File: src/rtl/mod_add_arb.sv
// -----------------------------------------------------------------------------
// mod_add_arb
//   Shares one mod_add datapath between NUM_REQ requesters. A combinational
//   arbiter grants one requester per cycle. The granted operand triple is
//   reduced by mod_add and the result is captured into a single-entry result
//   buffer. The buffer is returned to the owning requester over a valid/ready
//   channel.
//
//   Build option:
//     MOD_ADD_ARB_RR_EN  defined   : round-robin arbitration (rotating pointer)
//                        undefined : fixed priority, lowest index wins
//
//   Parameters:
//     NUM_REQ      number of requesters (2..8)
//
//   Ports:
//     clk_i        clock, rising edge
//     rst_i        synchronous active-high reset
//     req_valid_i  per-requester operand valid
//     req_ready_o  per-requester operand accepted this cycle (one-hot or zero)
//     req_a_i      operand a, 24 bits per requester
//     req_b_i      operand b, 24 bits per requester
//     req_q_i      modulus q, 23 bits per requester
//     rsp_valid_o  result valid, bit [tag] only
//     rsp_ready_i  per-requester result consumed (only bit [tag] matters)
//     rsp_c_o      shared result data
//
//   Also contains mod_add, the shared datapath:
//     a_i, b_i (24b), q_i (23b) -> c_o (23b) = (a+b) mod q, valid for a,b < q
// -----------------------------------------------------------------------------

module mod_add (
  input  logic [23:0] a_i,
  input  logic [23:0] b_i,
  input  logic [22:0] q_i,
  output logic [22:0] c_o
);

  logic [23:0] sum_s;
  logic [23:0] diff_s;

  // Single conditional subtraction; the sum wraps at 2^24 by design.
  always_comb begin
    sum_s  = a_i + b_i;
    diff_s = sum_s - {1'b0, q_i};
    if (sum_s >= {1'b0, q_i}) begin
      c_o = diff_s[22:0];
    end else begin
      c_o = sum_s[22:0];
    end
  end

endmodule

module mod_add_arb #(
  parameter int NUM_REQ = 2
) (
  input  logic                  clk_i,
  input  logic                  rst_i,
  input  logic [NUM_REQ-1:0]    req_valid_i,
  output logic [NUM_REQ-1:0]    req_ready_o,
  input  logic [NUM_REQ*24-1:0] req_a_i,
  input  logic [NUM_REQ*24-1:0] req_b_i,
  input  logic [NUM_REQ*23-1:0] req_q_i,
  output logic [NUM_REQ-1:0]    rsp_valid_o,
  input  logic [NUM_REQ-1:0]    rsp_ready_i,
  output logic [22:0]           rsp_c_o
);

  localparam int IW = (NUM_REQ > 1) ? $clog2(NUM_REQ) : 1;
  typedef logic [IW-1:0] idx_t;

  // Walk upward from 'start', wrapping at NUM_REQ; returns {found, index}.
  function automatic logic [IW:0] pick_first(input logic [NUM_REQ-1:0] vld,
                                             input idx_t               start);
    logic found;
    idx_t g;
    idx_t cur;
    found = 1'b0;
    g     = '0;
    cur   = start;
    for (int i = 0; i < NUM_REQ; i++) begin
      if (!found && vld[cur]) begin
        found = 1'b1;
        g     = cur;
      end else begin
        found = found;
      end
      if (cur == idx_t'(NUM_REQ - 1)) begin
        cur = '0;
      end else begin
        cur = cur + idx_t'(1);
      end
    end
    return {found, g};
  endfunction

  // Result buffer
  logic        out_valid_q, out_valid_d;
  idx_t        tag_q, tag_d;
  logic [22:0] data_q, data_d;

  // Arbitration / handshake
  idx_t        start_s;
  idx_t        gnt_s;
  logic        any_s;
  logic        free_s;
  logic        drain_s;
  logic        accept_s;

  // Datapath
  logic [23:0] a_s;
  logic [23:0] b_s;
  logic [22:0] q_s;
  logic [22:0] c_s;

`ifdef MOD_ADD_ARB_RR_EN
  idx_t        ptr_q, ptr_d;
  assign start_s = ptr_q;
`else
  assign start_s = '0;
`endif

  assign {any_s, gnt_s} = pick_first(req_valid_i, start_s);

  assign free_s   = !out_valid_q | rsp_ready_i[tag_q];
  assign drain_s  = out_valid_q & rsp_ready_i[tag_q];
  // Reset masks the accept so nothing is handed over during a reset cycle.
  assign accept_s = free_s & any_s & !rst_i;

  genvar k;
  generate
    for (k = 0; k < NUM_REQ; k++) begin : g_port
      assign req_ready_o[k] = accept_s & req_valid_i[k] & (gnt_s == idx_t'(k));
      assign rsp_valid_o[k] = out_valid_q & (tag_q == idx_t'(k));
    end
  endgenerate

  assign rsp_c_o = data_q;

  // Operand mux: route the granted requester's triple to the shared adder.
  always_comb begin
    a_s = '0;
    b_s = '0;
    q_s = '0;
    for (int j = 0; j < NUM_REQ; j++) begin
      if (gnt_s == idx_t'(j)) begin
        a_s = req_a_i[j*24 +: 24];
        b_s = req_b_i[j*24 +: 24];
        q_s = req_q_i[j*23 +: 23];
      end else begin
        a_s = a_s;
      end
    end
  end

  mod_add u_mod_add (
    .a_i (a_s),
    .b_i (b_s),
    .q_i (q_s),
    .c_o (c_s)
  );

  // Buffer next state: accept reloads (even while draining), drain alone empties.
  always_comb begin
    out_valid_d = out_valid_q;
    tag_d       = tag_q;
    data_d      = data_q;
    if (accept_s) begin
      out_valid_d = 1'b1;
      tag_d       = gnt_s;
      data_d      = c_s;
    end else if (drain_s) begin
      out_valid_d = 1'b0;
    end else begin
      out_valid_d = out_valid_q;
    end
  end

`ifdef MOD_ADD_ARB_RR_EN
  // Pointer next state: move just past the winner, hold otherwise.
  always_comb begin
    ptr_d = ptr_q;
    if (accept_s) begin
      if (gnt_s == idx_t'(NUM_REQ - 1)) begin
        ptr_d = '0;
      end else begin
        ptr_d = gnt_s + idx_t'(1);
      end
    end else begin
      ptr_d = ptr_q;
    end
  end

  // Round-robin pointer register.
  always_ff @(posedge clk_i) begin
    if (rst_i) begin
      ptr_q <= '0;
    end else begin
      ptr_q <= ptr_d;
    end
  end
`endif

  // Result buffer registers.
  always_ff @(posedge clk_i) begin
    if (rst_i) begin
      out_valid_q <= 1'b0;
      tag_q       <= '0;
      data_q      <= 23'd0;
    end else begin
      out_valid_q <= out_valid_d;
      tag_q       <= tag_d;
      data_q      <= data_d;
    end
  end

endmodule

File: config.mk
export PLATFORM = sky130hd
export DESIGN_NAME = mod_add_arb
export DESIGN_NICKNAME = d
export VERILOG_FILES = /design/src/rtl/mod_add_arb.sv
export SDC_FILE = /design/constraint.sdc
export NUM_CORES = 1
export LEC_CHECK = 0
export BUFFER_PORTS_ARGS = -buffer_cell sky130_fd_sc_hd__buf_2
export CAP_MARGIN = 20
export CELL_PAD_IN_SITES_DETAIL_PLACEMENT = 0
export CELL_PAD_IN_SITES_GLOBAL_PLACEMENT = 1
export CORE_ASPECT_RATIO = 1.5
export CORE_UTILIZATION = 38
export DETAILED_ROUTE_END_ITERATION = 7
export PLACE_DENSITY_LB_ADDON = 0.1
export SETUP_SLACK_MARGIN = 0.02
export SLEW_MARGIN = 20
export SYNTH_ARGS = -nofsm -noshare
export SYNTH_HDL_FRONTEND = slang
export SYNTH_SLANG_ARGS = --single-unit
File: constraint.sdc
create_clock -name clk_i -period 13.25 [get_ports clk_i]
set_clock_uncertainty 0.05 [all_clocks]
set_input_delay 0 -clock clk_i [delete_from_list [all_inputs] [get_ports clk_i]]
set_output_delay 0 -clock clk_i [all_outputs]
set_load 0.01 [all_outputs]
Word level (Yosys, flattened, before mapping)
Index checks and enable logic that the tools add are counted.

Add/subtract/negate cells: 2. Bitwise logic cells: 12. Multiplexer cells: 11. $lt $le $gt $ge: 2. Reductions and logical operators: 5.

Operators by type and width (count): $mux 24 (2); $mux 23 (2); $add 24x24->24 (1); $ge 24x23->1 (1); $sub 23x23->23 (1); $and 1x1->1 (9); $mux 1 (7); $logic_not 1->1 (3); $lt 1x2->1 const B (1); $not 1->1 (2); $reduce_bool 2->1 (1); $logic_and 1x1->1 (1); $or 1x1->1 (1).

Input port bits: 148. Flip-flop bits (word level): 25. Logic and storage cells: 35.

Depth between registers and ports, before layout
Depth in word-level cells: 8. Depth in mapped cells: 24. Mapped depth without buffers: 20.

Modules after synthesis
Synthesis repeated with hierarchy kept, for this count alone.

Cells, all modules: 483. Area, all modules: 4231.6 µm².

By module, submodules not included: mod_add (area an instance 2506.2 µm², instances 1, cells each 336, seq. area each 0.0 µm²); mod_add_arb (area an instance 1725.4 µm², instances 1, cells each 147, seq. area each 500.5 µm²).

Worst setup path before layout
No wires, ideal clock.

Kind: input to register. From: in req_valid_i[1]. To: reg data_q[22], in the netlist rsp_c_o[22]. Stages: 22. Setup slack: 7.999 ns. Required time: 13.080 ns. Arrival: 5.082 ns. Library setup time: 0.120 ns. Cell sequence: nor2b_1 clkbuf_1 clkbuf_1 mux2_2 ha_1 fa_1 a211oi_1 o21ai_0 a21oi_1 nor3b_1 o21ai_0 xor2_1 ha_1 buf_2 nand4_1 or3_1 o2111ai_2 a211oi_1 mux2i_2 buf_6 nor3_1 a211o_1.

Longest elaborated chain between the ends: 6. Elaborated cells on any way between the ends: 12. Those cells by class: add/sub: 2; order compare: 1; mux: 6; bitwise: 2; reduce/logical: 1.

Ends and longest elaborated chain: start, declared (line 60) `input logic [NUM_REQ-1:0] req_valid_i,`; $logic_and 1x1->1 * (line 83) `if (!found && vld[cur]) begin`; $mux 1 (line 83); $mux 24 (line 147) `if (gnt_s == idx_t'(j)) begin`; $add 24x24->24 (line 44) `sum_s = a_i + b_i;`; $sub 23x23->23 or $ge 24x23->1 (tied branches) (line 45, 46); $mux 23 (line 46) `if (sum_s >= {1'b0, q_i}) begin`; end signal, assigned (line 214) `data_q <= data_d;`; end, declared (line 101) `logic [22:0] data_q, data_d;`.

Mark *: on every way between the ends. The rest lies on a longest branch, timed or not. A chain may end at the register's enable or synchronous reset.

Worst setup path in the final report
From: in req_valid_i[1]. To: reg data_q[10], in the netlist rsp_c_o[10].

Same word-level chain as after synthesis.

==> results by group <==
Status
  • Status: complete, no violations

Floorplan
  • Site Rows: 47
  • Initial core utilization: 0.395
  • Die height: 134 um
  • # IOs: 175
  • Die Area: ~12,000 um2
  • Die width: 89.7 um
  • CORE AREA: between 10,000 and 15,000 um2

Logic synthesis
  • Flops & latches, synth: 25
  • Avg Cell Area, Syn: 7.93 um2
  • Synth cell types: 62
  • Post-synthesis instance total: 553
  • Yosys warns: 0
  • Post-synthesis cell area: 4390 um2
  • Seq/Total Area, Yosys: 0.114
  • Async S/R FF share, synth: 0
  • Number of enable flip-flop cells after synthesis: 0
  • Synth Flop Type: dfxtp_1
  • Mapped Nets: about 750

Timing
  • Slew @ Worst Pin: 0.959 ns
  • Setup Viol. Count Final: 0
  • Fmax: 164 MHz
  • Hold Vio Cnt, Final: 0
  • Tcrit/Tclk final: 0.461
  • Total Neg Setup Slack: 0 ns
  • Slew HR: 0.359
  • RSZ-0062 raised after global routing: false
  • Post-layout minimum cycle time: roughly 6.1 ns
  • Max-slew violations: 0

Worst setup path
  • FF-to-FF End: rsp_c_o[22]
  • Crit-path slowest cell: nor2b_4
  • WP data arrival: approximately 6.2 ns
  • CP Cell Sequence: buf_2 -> nor2b_4 -> buf_4 -> mux2_2 -> ha_1 -> a211oi_1 -> o21ai_0 -> nand2_1 -> a21boi_0 -> o31ai_1 -> mux2i_1 -> nand3_1 -> ha_1 -> a21oi_1 -> nand3_1 -> o21ai_1 -> o2111ai_2 -> a2111oi_2 -> mux2i_4 -> buf_16 -> nand2_1 -> o21ai_0 -> a211oi_1
  • Required @ worst endpoint: 13.38 ns
  • Critical path's largest stage delay: 0.73 ns
  • Worst reg2reg startpoint: tag_q
  • Crit end category: register
  • Worst reg-to-reg setup slack: about 11 ns
  • Worst setup path endpoint: rsp_c_o[10]
  • CP Max Fanout: 45
  • Critical path type: input pin to register
  • Crit start category: input pin
  • Worst Setup SP: req_valid_i[1]
  • R2R cell count: 5

Routing
  • DRC violations left: 0
  • Vias: 4,612
  • Drt pass-1 iters: 4
  • Final wirelength: 12.0 mm
  • Wire length per cell: 14.1 um
  • DR vias/cell: roughly 5.4
  • Antenna-violating nets left: 0
  • Initial drt markers: 121

Placement
  • Final HPWL DP: 10.1 mm
  • Placed instance count: 849
  • RePlAce Congestion: around 0.88
  • Port buffer count: 174

Clock tree
  • Clk slew on worst S/H paths: 0.06 ns
  • H-tree depth: 1
  • Setup bufs post-CTS: 0
  • CTS max path bufs: 2
  • Worst skew pair latency: 0.26 ns
  • Num CTS Buffers: 3
  • CTS tree: built
  • Clock sink count: 25
  • Root buf cell: clkbuf_16
  • Post-CTS Hold Fix Bufs: 0
  • # resized after CTS: 0

Flow run
  • Max-Cap Viols: 0

Layout
  • Non-Filler Instances: 854
  • Fillers: 1,173
  • # nets final: 904
  • Area delta synth->final: 24.5%
  • Fraction of layout cells with a size suffix above 1: 0.345
  • Ant. Diodes: 0
  • Most frequent cells in the layout: 174 x buf_2, 49 x a21oi_1, 48 x mux2_2
  • Multi-input logic area: 3730 um2
  • Total area of sequential cells: 500 um2
  • Most common cell after layout, fill and taps aside: buf_2

GRT
  • Gr usage total: 0.196
  • Initial antenna violation count: 0
  • Grt met2 use: 0.359
  • Largest net degree at the start of global routing: 46
  • First-pass GRT wire length: 19.7 mm
  • Vias in the first global route: 4,300
  • Total gr overflow: 0
  • Global routing usage on met3: 0.0171
  • GR Util met1: 0.244
  • GR peak layer: met2

Power
  • PwrDens: 130 nW/um2
  • Worst vdd ir: 0.0000504 V
  • Leak Pwr: ~2.6 nW

Hold path
  • Class of the worst hold path: input pin to register
  • Hold Path Depth: 3
## layer usage
layer | share of wire | vias to the layer above
li1 | - | 2377
met3 | 0.044 | 15
met5 | 0 | -
met2 | 0.50 | 143
met4 | 0.016 | 0
met1 | 0.44 | 2077
## stage by stage
step	utilization	setup slack, ns	area [um2]	hold slack, ns	power (mW)
floorplan	-	8.00	4390	0.128	0.509
global placement	0.482	6.65	5360	0.302	0.629
detailed placement	0.482	6.52	5360	0.309	0.634
CTS	0.489	6.80	5440	0.0371	0.704
global route	0.492	6.55	5460	0.0665	0.774
finish	0.492	7.14	5460	0.0446	0.708
## synth_stat cells, types with 3 or more instances
cell type | instances | area, um2
a2111oi_2 | 3 | 45.0
a211o_1 | 4 | 35.0
a211oi_1 | 25 | 188
a21boi_0 | 3 | 22.5
a21o_1 | 11 | 82.6
a21oi_1 | 50 | 250
a31oi_1 | 3 | 18.8
and2_1 | 3 | 18.8
buf_2 | 5 | 25.0
clkbuf_1 | 17 | 63.8
dfxtp_1 | 25 | 500
ha_1 | 46 | 576
inv_1 | 16 | 60.1
mux2_2 | 48 | 541
mux2i_1 | 34 | 340
nand2_1 | 36 | 135
nand2b_1 | 5 | 31.3
nand3_1 | 9 | 45.0
nand4_1 | 5 | 31.3
nor2_1 | 47 | 176
nor2b_1 | 6 | 37.5
nor3_1 | 5 | 25.0
nor3b_1 | 5 | 37.5
nor4_1 | 3 | 18.8
o211ai_1 | 6 | 45.0
o21a_1 | 6 | 45.0
o21ai_0 | 29 | 145
o21ai_1 | 7 | 35.0
o21bai_1 | 8 | 60.1
o31ai_1 | 3 | 22.5
or2_2 | 3 | 18.8
or3_1 | 6 | 37.5
xnor2_1 | 24 | 210
xor2_1 | 12 | 105
## worst min path at each step
stage	from	to	slack, ns
after floorplan	req_valid_i[0]	out_valid_q	0.13
after global placement	req_valid_i[1]	out_valid_q	0.30
after detailed placement	req_valid_i[1]	out_valid_q	0.31
after CTS	req_valid_i[1]	out_valid_q	0.04
after global routing	req_valid_i[1]	out_valid_q	0.07
final	req_valid_i[1]	out_valid_q	0.04
## state kept, by name, summed over array words and instances (netlist names)
register	flops
tag_q	1
out_valid_q	1
rsp_c_o	23
## critical path, delay by kind of cell
family                     cells  cell delay (ns)
muxes                          3             0.88
adders and majority gates      2             0.83
AOI/OAI and AO/OA             10             2.37
buffers and inverters          3             0.96
and+or+nand+nor                5             1.17
## layout make-up
class	instances	area share
clock buffer	4	0.0144
timing repair buffer	176	0.166
sequential	25	0.0916
tap	147	0.0337
inverter	16	0.0110
multi-input combinational	486	0.684
## power breakdown
group | total, mW | switching, mW | internal, mW
registers | 0.107 | 0.00958 | 0.0973
logic | 0.534 | 0.294 | 0.240
clock network | 0.0671 | 0.0259 | 0.0412
## logic make-up after synthesis
logic type               count (synthesis)  synth area share
AO/OA/AOI/OAI                          176             0.270
XOR/XNOR                                36            0.0719
adder cells (fa/ha/maj)                 48             0.140
buffers and inverters                   42            0.0411
flip-flops                              25             0.114
multiplexers                            83             0.204
AND/OR/NAND/NOR                        143             0.159
(Power assumes the default switching activity.)
